==> config.mk <==
export PLATFORM = sky130hd
export DESIGN_NAME = clk_div_multi
export DESIGN_NICKNAME = d
export VERILOG_FILES = /design/src/rtl/clk_div_multi.sv
export SDC_FILE = /design/constraint.sdc
export NUM_CORES = 1
export LEC_CHECK = 0
export ABC_AREA = 1
export CAP_MARGIN = 20
export CORE_MARGIN = 8
export CORE_UTILIZATION = 55
export CTS_CLUSTER_DIAMETER = 30
export CTS_CLUSTER_SIZE = 28
export DETAILED_ROUTE_END_ITERATION = 12
export PLACE_DENSITY_LB_ADDON = 0.05
export SLEW_MARGIN = 20
export SYNTH_ARGS = -nofsm -noshare
export SYNTH_HDL_FRONTEND = slang
export SYNTH_SLANG_ARGS = --single-unit
==> constraint.sdc <==
create_clock -name clk -period 1.6 [get_ports clk]
set_input_delay 0.4 -clock clk [delete_from_list [all_inputs] [get_ports clk]]
set_output_delay 0.4 -clock clk [all_outputs]
set_load 0.05 [all_outputs]
==> src/rtl/clk_div_multi.sv <==
// Multi-channel programmable clock divider. Each channel divides clk by N+1
// (pulse mode) or 2(N+1) (toggle mode), with shadowed divisor/mode updates at wrap.
module clk_div_multi #(
   parameter int CH          = 4,
   parameter int W           = 22,
   parameter int DEFAULT_DIV = 50000,
   localparam int CW         = (CH > 1) ? $clog2(CH) : 1
) (
   input  logic          clk,
   input  logic          rst_clk,
   input  logic [CH-1:0] en,
   input  logic          clr,
   input  logic          wr_en,
   input  logic [CW-1:0] wr_ch,
   input  logic [W-1:0]  wr_div,
   input  logic          wr_mode,
   output logic [CH-1:0] div_clk,
   output logic [CH-1:0] tick
);

   for (genvar i = 0; i < CH; i++) begin : g_ch
      logic [W-1:0] shadow_div;
      logic         shadow_mode;
      logic [W-1:0] act_div;
      logic         act_mode;
      logic [W-1:0] cnt;
      logic         div_q;
      logic         tick_q;
      logic         wr_hit;

      // Out-of-range channel numbers never match any i, so they are dropped here.
      assign wr_hit = wr_en && (int'(wr_ch) == i);

      // Active registers reload from shadow only at a wrap or while disabled, so a
      // write coinciding with a wrap only becomes active at the following wrap.
      always_ff @(posedge clk or negedge rst_clk) begin
         if (!rst_clk) begin
            shadow_div  <= W'(DEFAULT_DIV);
            shadow_mode <= 1'b0;
            act_div     <= W'(DEFAULT_DIV);
            act_mode    <= 1'b0;
            cnt         <= '0;
            div_q       <= 1'b0;
            tick_q      <= 1'b0;
         end else begin
            if (wr_hit) begin
               shadow_div  <= wr_div;
               shadow_mode <= wr_mode;
            end
            if (clr) begin
               cnt    <= '0;
               div_q  <= 1'b0;
               tick_q <= 1'b0;
            end else if (!en[i]) begin
               cnt      <= '0;
               div_q    <= 1'b0;
               tick_q   <= 1'b0;
               act_div  <= shadow_div;
               act_mode <= shadow_mode;
            end else if (cnt == act_div) begin
               cnt      <= '0;
               tick_q   <= 1'b1;
               act_div  <= shadow_div;
               act_mode <= shadow_mode;
               // A mode switch restarts the output low rather than mixing rules.
               if (shadow_mode != act_mode) begin
                  div_q <= 1'b0;
               end else if (act_mode) begin
                  div_q <= 1'b1;
               end else begin
                  div_q <= ~div_q;
               end
            end else begin
               cnt    <= cnt + W'(1);
               tick_q <= 1'b0;
               if (act_mode) begin
                  div_q <= 1'b0;
               end
            end
         end
      end

      assign div_clk[i] = div_q;
      assign tick[i]    = tick_q;
   end

endmodule

==> metrics.md, run 1 <==
| Metric | Value |
|---|---|
| Worst r2r src | g_ch[2].act_div[8] |
| Number of global-route vias before repair | 11802 |
| Post-route clock period utilization | 1.15 |
| Synth Register Bits | 280 |
| Critical path, cell by cell | inv_1 -> nand2_1 -> nand2_1 -> nor2_1 -> nand2_1 -> nor2_2 -> nand3_2 -> buf_4 -> buf_4 -> nand2_8 -> buf_12 -> nor3_1 |
| Wirelength, routed | 37.3 mm |
| Max-slew violations | 0 |
| Failing checks | setup timing |
| Top routing layer used | met4 |
| Max IR drop VDD | 1320 µV |
| Clk sinks | 280 |
| Pre-CTS setup slack | -0.295 ns |
| Initial DRC count | 904 |
| Least-Margin Pin Slew | 0.657 ns |
| Worst setup EP type | flop |
| Slew margin rel. | 0.562 |
| Cell Pwr Density | 1270 mW/mm² |
| Final WS setup | -0.240 ns |
| Final hold violation count | 0 |
| TritonCTS buffer count | 61 |
| Worst-skew pair later-pin latency | 0.58 ns |
| Multi-input gate area | 0.00621 mm² |
| Yosys top cell by area | dfrtp_1 |
| GPL Wtd Cong | 0.824 |
| H-tree depth | 2 |
| WL met3 | 1.96 mm |
| Commonest non-fill, non-tap cell in the layout | nand2_1 |
| Pin count of the biggest net entering global routing | 65 |
| First-pass detailed-route iteration total | 7 |
| Layout area overhead | 40.0% |
| Skew final | 0.0148 ns |
| Final hold slack | 0.296 ns |
| Boundary Pins | 41 |
| Cells after DPL | 2193 |
| Top-area cell type share of the netlist area | 0.430 |
| Final instance area | 0.0189 mm² |
| Initial antenna violation count | 0 |
| Non-Filler Instances | 2343 |
| First-pass GRT wire length | 58.5 mm |
| Port Buf Inserts | 40 |
| Setup violations, final | 185 |
| Min-Delay Path Class | primary input to async pin |
| Starting density of the core | 0.557 |
| Dpl cell area | 0.0154 mm² |
| Nets | 2003 |
| Status | complete, but fails checks |
| Vias | 12103 |
| Synthesized Nets | 1768 |
| Number of placement rows | 57 |
| CTS max path bufs | 3 |
| FMAX | 543 MHz |
| Seq. cell area | 0.00707 mm² |
| Root buffer cell | clkbuf_16 |
| Setup crit start | g_ch[2].act_div[8] |
| Type of origin of the critical path | flop |
| Critical-path top delay cell | dfstp_2 |
| Yosys warning total | 0 |
| Most frequent cells in the layout | nand2_1, dfrtp_1, inv_1, nor2_1, buf_4 |
| RSZ-0062 raised after global routing | true |
| Die Width | 173 µm |
| Register area share after synthesis | 0.523 |
| Top cell by count, worst path | nand2_1 |
| Met2 WL | 18.5 mm |
| Min cycle time layout | 1.84 ns |
| Setup CP Type | flop to flop |
| Cells after Synth | 1731 |
| DRT met1 WL | 16.0 mm |
| Diodes inserted | 0 |
| Syn_area_per_cell | 7.81 µm² |
| Layout cells sized above 1 | 0.287 |
| Gr usage total | 0.235 |
| Leakage | 9.21 nW |
| Die area | 0.0298 mm² |
| Largest cells by area after synthesis | dfrtp_1, nand2_1, dfstp_2, inv_1, nor2_1 |
| # Max-Cap Violations | 0 |
| Core Footprint | 0.0242 mm² |
| Chip height | 173 µm |
| Vias per cell | 5.17 |
| WP data required | 2.05 ns |
| Clock Pin Slew Worst Setup and Hold Paths | 0.05 ns |
| Netlist Area Pre-Place | 0.0135 mm² |
| Post-DP HPWL | 22.8 mm |
| Residual DRC count | 0 |
| Slowest stage delay, CP | 0.54 ns |
| Data arrival, critical path | 2.29 ns |
| Total grt overflow | 0 |
| Total power | 24.1 mW |
| WL/cell | 15.9 µm |
| Synth unique cells | 30 |
| Crit Path Max Fanout | 8 |
| Fillcell total | 1626 |
| CTS tree | done |
| ANT nets after route | 0 |
-- layout make-up --
type                       count  share of cell area
timing repair buffer         222               0.122
inverter                     225              0.0456
sequential                   280               0.374
clock buffer                  75              0.0883
tap                          324              0.0214
clock inverter                41              0.0204
multi-input combinational   1176               0.328
-- cell families (layout without fill, tap and decap cells) --
logic type / after synthesis / in the layout / synth area share
AOI/OAI and AO/OA: 143 / 143 / 0.0547
xor gates and xnor gates: 36 / 36 / 0.0233
adders and majority gates: 4 / 4 / 0.00370
buffers and inverters: 281 / 563 / 0.0884
DFF: 280 / 280 / 0.523
and+or+nand+nor: 987 / 993 / 0.307
-- metrics by stage --
step | setup TNS, ns | utilization
2_1_floorplan | 0 | -
3_3_place_gp | -24.66 | 0.637
3_5_place_dp | -29.20 | 0.637
4_1_cts | -7.93 | 0.744
5_1_grt | -40.42 | 0.780
6_report | -23.23 | 0.780
-- cell usage after synthesis --
cell      count
nand2_1     607
nand3_2       6
xor2_1       24
inv_2        14
buf_4        18
o21a_1        4
dfrtp_1     232
nand2_2       8
nor2_4        3
clkbuf_1     25
nor3_2        3
nor4_1        3
buf_2         4
nor2_1      171
inv_1       211
o31ai_1       1
nor3_1       32
nor3b_4       1
nand3_1     118
a31oi_1       9
nand2_4       5
nand4_2       3
xnor2_1      12
nand4_1      16
a21oi_1      18
o21ai_0     111
buf_6         9
dfstp_2      48
nor2_2       11
ha_1          4
-- metal layers --
metal	GRT usage	vias to the layer above
li1	-	5868
met1	0.308	5842
met2	0.395	316
met3	0.0405	77
met4	0.0690	0
met5	0	-
-- power by group --
part	internal (mW)	switching [mW]
clock	8.09	4.20
combinational	1.30	1.74
sequential	8.07	0.704
-- critical path, delay by kind of cell (launching register included) --
| kind | cells | cell delay [ns] |
|---|---|---|
| buffers and inverters | 4 | 0.45 |
| and+or+nand+nor | 8 | 0.71 |
| DFF | 1 | 0.54 |
-- final timing paths --
path,endpoint,slack [ns],cells after the start
max in group asynchronous,g_ch[3].shadow_div[14],0.64,3
max,g_ch[2].cnt[6],-0.24,12
min,g_ch[0].act_div[1],0.30,2
max reg2reg,g_ch[2].cnt[6],-0.24,12
min in group clk,g_ch[3].act_div[14],0.48,2
min reg2reg,g_ch[3].act_div[14],0.48,2
-- registers in the layout, indices dropped and copies added, names as in the netlist --
| name | cells |
|---|---|
| g_ch.act_div | 88 |
| g_ch.act_mode | 4 |
| g_ch.cnt | 88 |
| g_ch.div_q | 4 |
| g_ch.shadow_div | 88 |
| g_ch.shadow_mode | 4 |
| g_ch.tick_q | 4 |
-- what timing repair did --
item                       in CTS  in global routing
setup endpoints to repair     162                190
gates cloned                    5                  9
buffers inserted               16                  8
pin swaps                      32                 90
hold endpoints to repair       57                  0
gates resized for setup        81                193
hold buffers                    1                  0
Note: power is estimated with default switching activity, not from simulation.
==> run 2: changes to the inputs <==
--- a/config.mk
+++ b/config.mk
@@ -8,10 +8,11 @@
 export ABC_AREA = 1
 export CAP_MARGIN = 20
 export CORE_MARGIN = 8
-export CORE_UTILIZATION = 55
+export CORE_UTILIZATION = 40
 export CTS_CLUSTER_DIAMETER = 30
 export CTS_CLUSTER_SIZE = 28
 export DETAILED_ROUTE_END_ITERATION = 12
+export HOLD_SLACK_MARGIN = 0.15
 export PLACE_DENSITY_LB_ADDON = 0.05
 export SLEW_MARGIN = 20
 export SYNTH_ARGS = -nofsm -noshare
==> run 2 against run 1 <==
Compared with the run above: the flow still finishes with violations (setup timing); global-route usage down 4.6 points; clock skew up 0.0087 ns; combinational power about the same; highest routed layer is now met5; utilization down 18 points; sequential power about the same; power up 13%.
==> metrics.md, run 2 (synthesis results as in run 1) <==
| Metric | Value |
|---|---|
| Leakage | 9.59 nW |
| WP data required | 2.10 ns |
| Pin count of the biggest net entering global routing | 80 |
| RSZ-0062 raised after global routing | true |
| ANT nets after route | 0 |
| Failing checks | setup timing |
| TritonCTS buffer count | 72 |
| Vias | 11737 |
| Number of global-route vias before repair | 11744 |
| Final instance area | 0.0199 mm² |
| # Max-Cap Violations | 0 |
| Post-DP HPWL | 24.2 mm |
| Final hold violation count | 0 |
| Layout area overhead | 47.4% |
| Slew margin rel. | 0.699 |
| CTS max path bufs | 3 |
| Commonest non-fill, non-tap cell in the layout | nand2_1 |
| Setup CP Type | flop to flop |
| Worst-skew pair later-pin latency | 0.57 ns |
| Core Footprint | 0.0334 mm² |
| Cell Pwr Density | 1360 mW/mm² |
| Status | complete, but fails checks |
| Cells after DPL | 2341 |
| Post-route clock period utilization | 1.08 |
| Clock Pin Slew Worst Setup and Hold Paths | 0.05 ns |
| Skew final | 0.0235 ns |
| Largest registers | g_ch.act_div (88), g_ch.cnt (88), g_ch.shadow_div (88) |
| H-tree depth | 3 |
| Data arrival, critical path | 2.23 ns |
| Root buffer cell | clkbuf_16 |
| GPL Wtd Cong | 0.806 |
| Min-Delay Path Class | primary input to async pin |
| Wirelength, routed | 37.1 mm |
| FMAX | 578 MHz |
| Setup violations, final | 146 |
| Die Width | 200 µm |
| Type of origin of the critical path | flop |
| First-pass detailed-route iteration total | 5 |
| Non-Filler Instances | 2507 |
| Final WS setup | -0.131 ns |
| Port Buf Inserts | 40 |
| Residual DRC count | 0 |
| Diodes inserted | 0 |
| Dpl cell area | 0.0157 mm² |
| Most frequent cells in the layout | nand2_1, dfrtp_1, inv_1, buf_4, nor2_1 |
| Worst setup EP type | flop |
| Layout cells sized above 1 | 0.313 |
| First-pass GRT wire length | 59.8 mm |
| Nets | 2038 |
| CTS tree | done |
| Die area | 0.0399 mm² |
| Min cycle time layout | 1.73 ns |
| Max IR drop VDD | 845 µV |
| Crit Path Max Fanout | 8 |
| Number of placement rows | 67 |
| Starting density of the core | 0.405 |
| Chip height | 200 µm |
| Gr usage total | 0.189 |
| Total power | 27.1 mW |
| WL/cell | 14.8 µm |
| Total grt overflow | 0 |
| Initial DRC count | 567 |
| Clk sinks | 280 |
| Least-Margin Pin Slew | 0.451 ns |
| Max-slew violations | 0 |
| Boundary Pins | 41 |
| Initial antenna violation count | 1 |
| Vias per cell | 4.68 |
-- run 2: changes by cell type in the layout (fill, tap and decap cells not counted), sizes merged --
cell	previous run	this run
buf	185	207
bufinv	4	11
clkbuf	80	103
clkinv	17	13
clkinvlp	13	6
inv	232	230
nand2	626	627
-- run 2: where the power goes --
group          switching, mW  leakage [nW]  total, mW  internal [mW]
clock                   4.42          1.27       15.3           10.9
sequential             0.690          3.55       8.77           8.08
combinational           1.68          4.77       3.01           1.33
-- run 2: worst paths after layout --
kind / start / end / slack [ns] / cells past startpoint
max in group asynchronous: rst_clk / g_ch[2].shadow_div[15] / 0.63 / 3
min in group clk: g_ch[1].act_mode / g_ch[1].act_mode / 0.46 / 2
worst min register to register: g_ch[1].act_mode / g_ch[1].act_mode / 0.46 / 2
worst min-delay path: rst_clk / g_ch[0].cnt[3] / 0.27 / 2
worst max-delay path: g_ch[2].act_div[4] / g_ch[2].act_div[15] / -0.13 / 11
worst max register to register: g_ch[2].act_div[4] / g_ch[2].act_div[15] / -0.13 / 11
-- run 2: layout make-up --
class                   instances  area, µm²
well taps                     448        561
inverters                     225        858
clock inverters                35        495
multi-input cells            1177       6380
fillers                      3024      13400
flip-flops and latches        280       7070
clock buffers                  97       2100
repair buffers                245       2460
-- run 2: metrics by stage --
stage | utilization | TNS (ns) | setup WS, ns | hold WS, ns
floorplan | - | 0 | 0.0205 | 0.104
global placement | 0.470 | -20.50 | -0.147 | 0.236
detailed placement | 0.470 | -20.26 | -0.143 | 0.234
CTS | 0.566 | -9.92 | -0.101 | 0.250
global route | 0.597 | -29.24 | -0.220 | 0.273
finish | 0.597 | -10.24 | -0.131 | 0.272
-- run 2: worst max-delay path, cell delays in order, from the launching register on --
cell and delay, ns:
dfstp_2 0.53, inv_2 0.03, nand2_1 0.04, nand2_1 0.05, nor2_1 0.10, nand2_1 0.10
nor2_4 0.15, nand3_4 0.13, nand2_8 0.20, buf_12 0.18, nand3_4 0.07, nand2_2 0.07
-- run 2: per-layer routing --
metal / GRT usage / vias up / routed length (µm)
li1: - / 5953 / -
met1: 0.248 / 5521 / 17000
met2: 0.303 / 186 / 17500
met3: 0.0464 / 75 / 1680
met4: 0.0657 / 2 / 893
met5: 0 / - / 12
-- run 2: what timing repair did --
action                                  CTS  global route
endpoints found under the hold margin   232             0
endpoints found under the setup margin  161           190
pin swaps                                26           112
resized for setup                        93           217
hold buffers                              1             0
gates cloned                              7            11
buffers inserted                         10             9
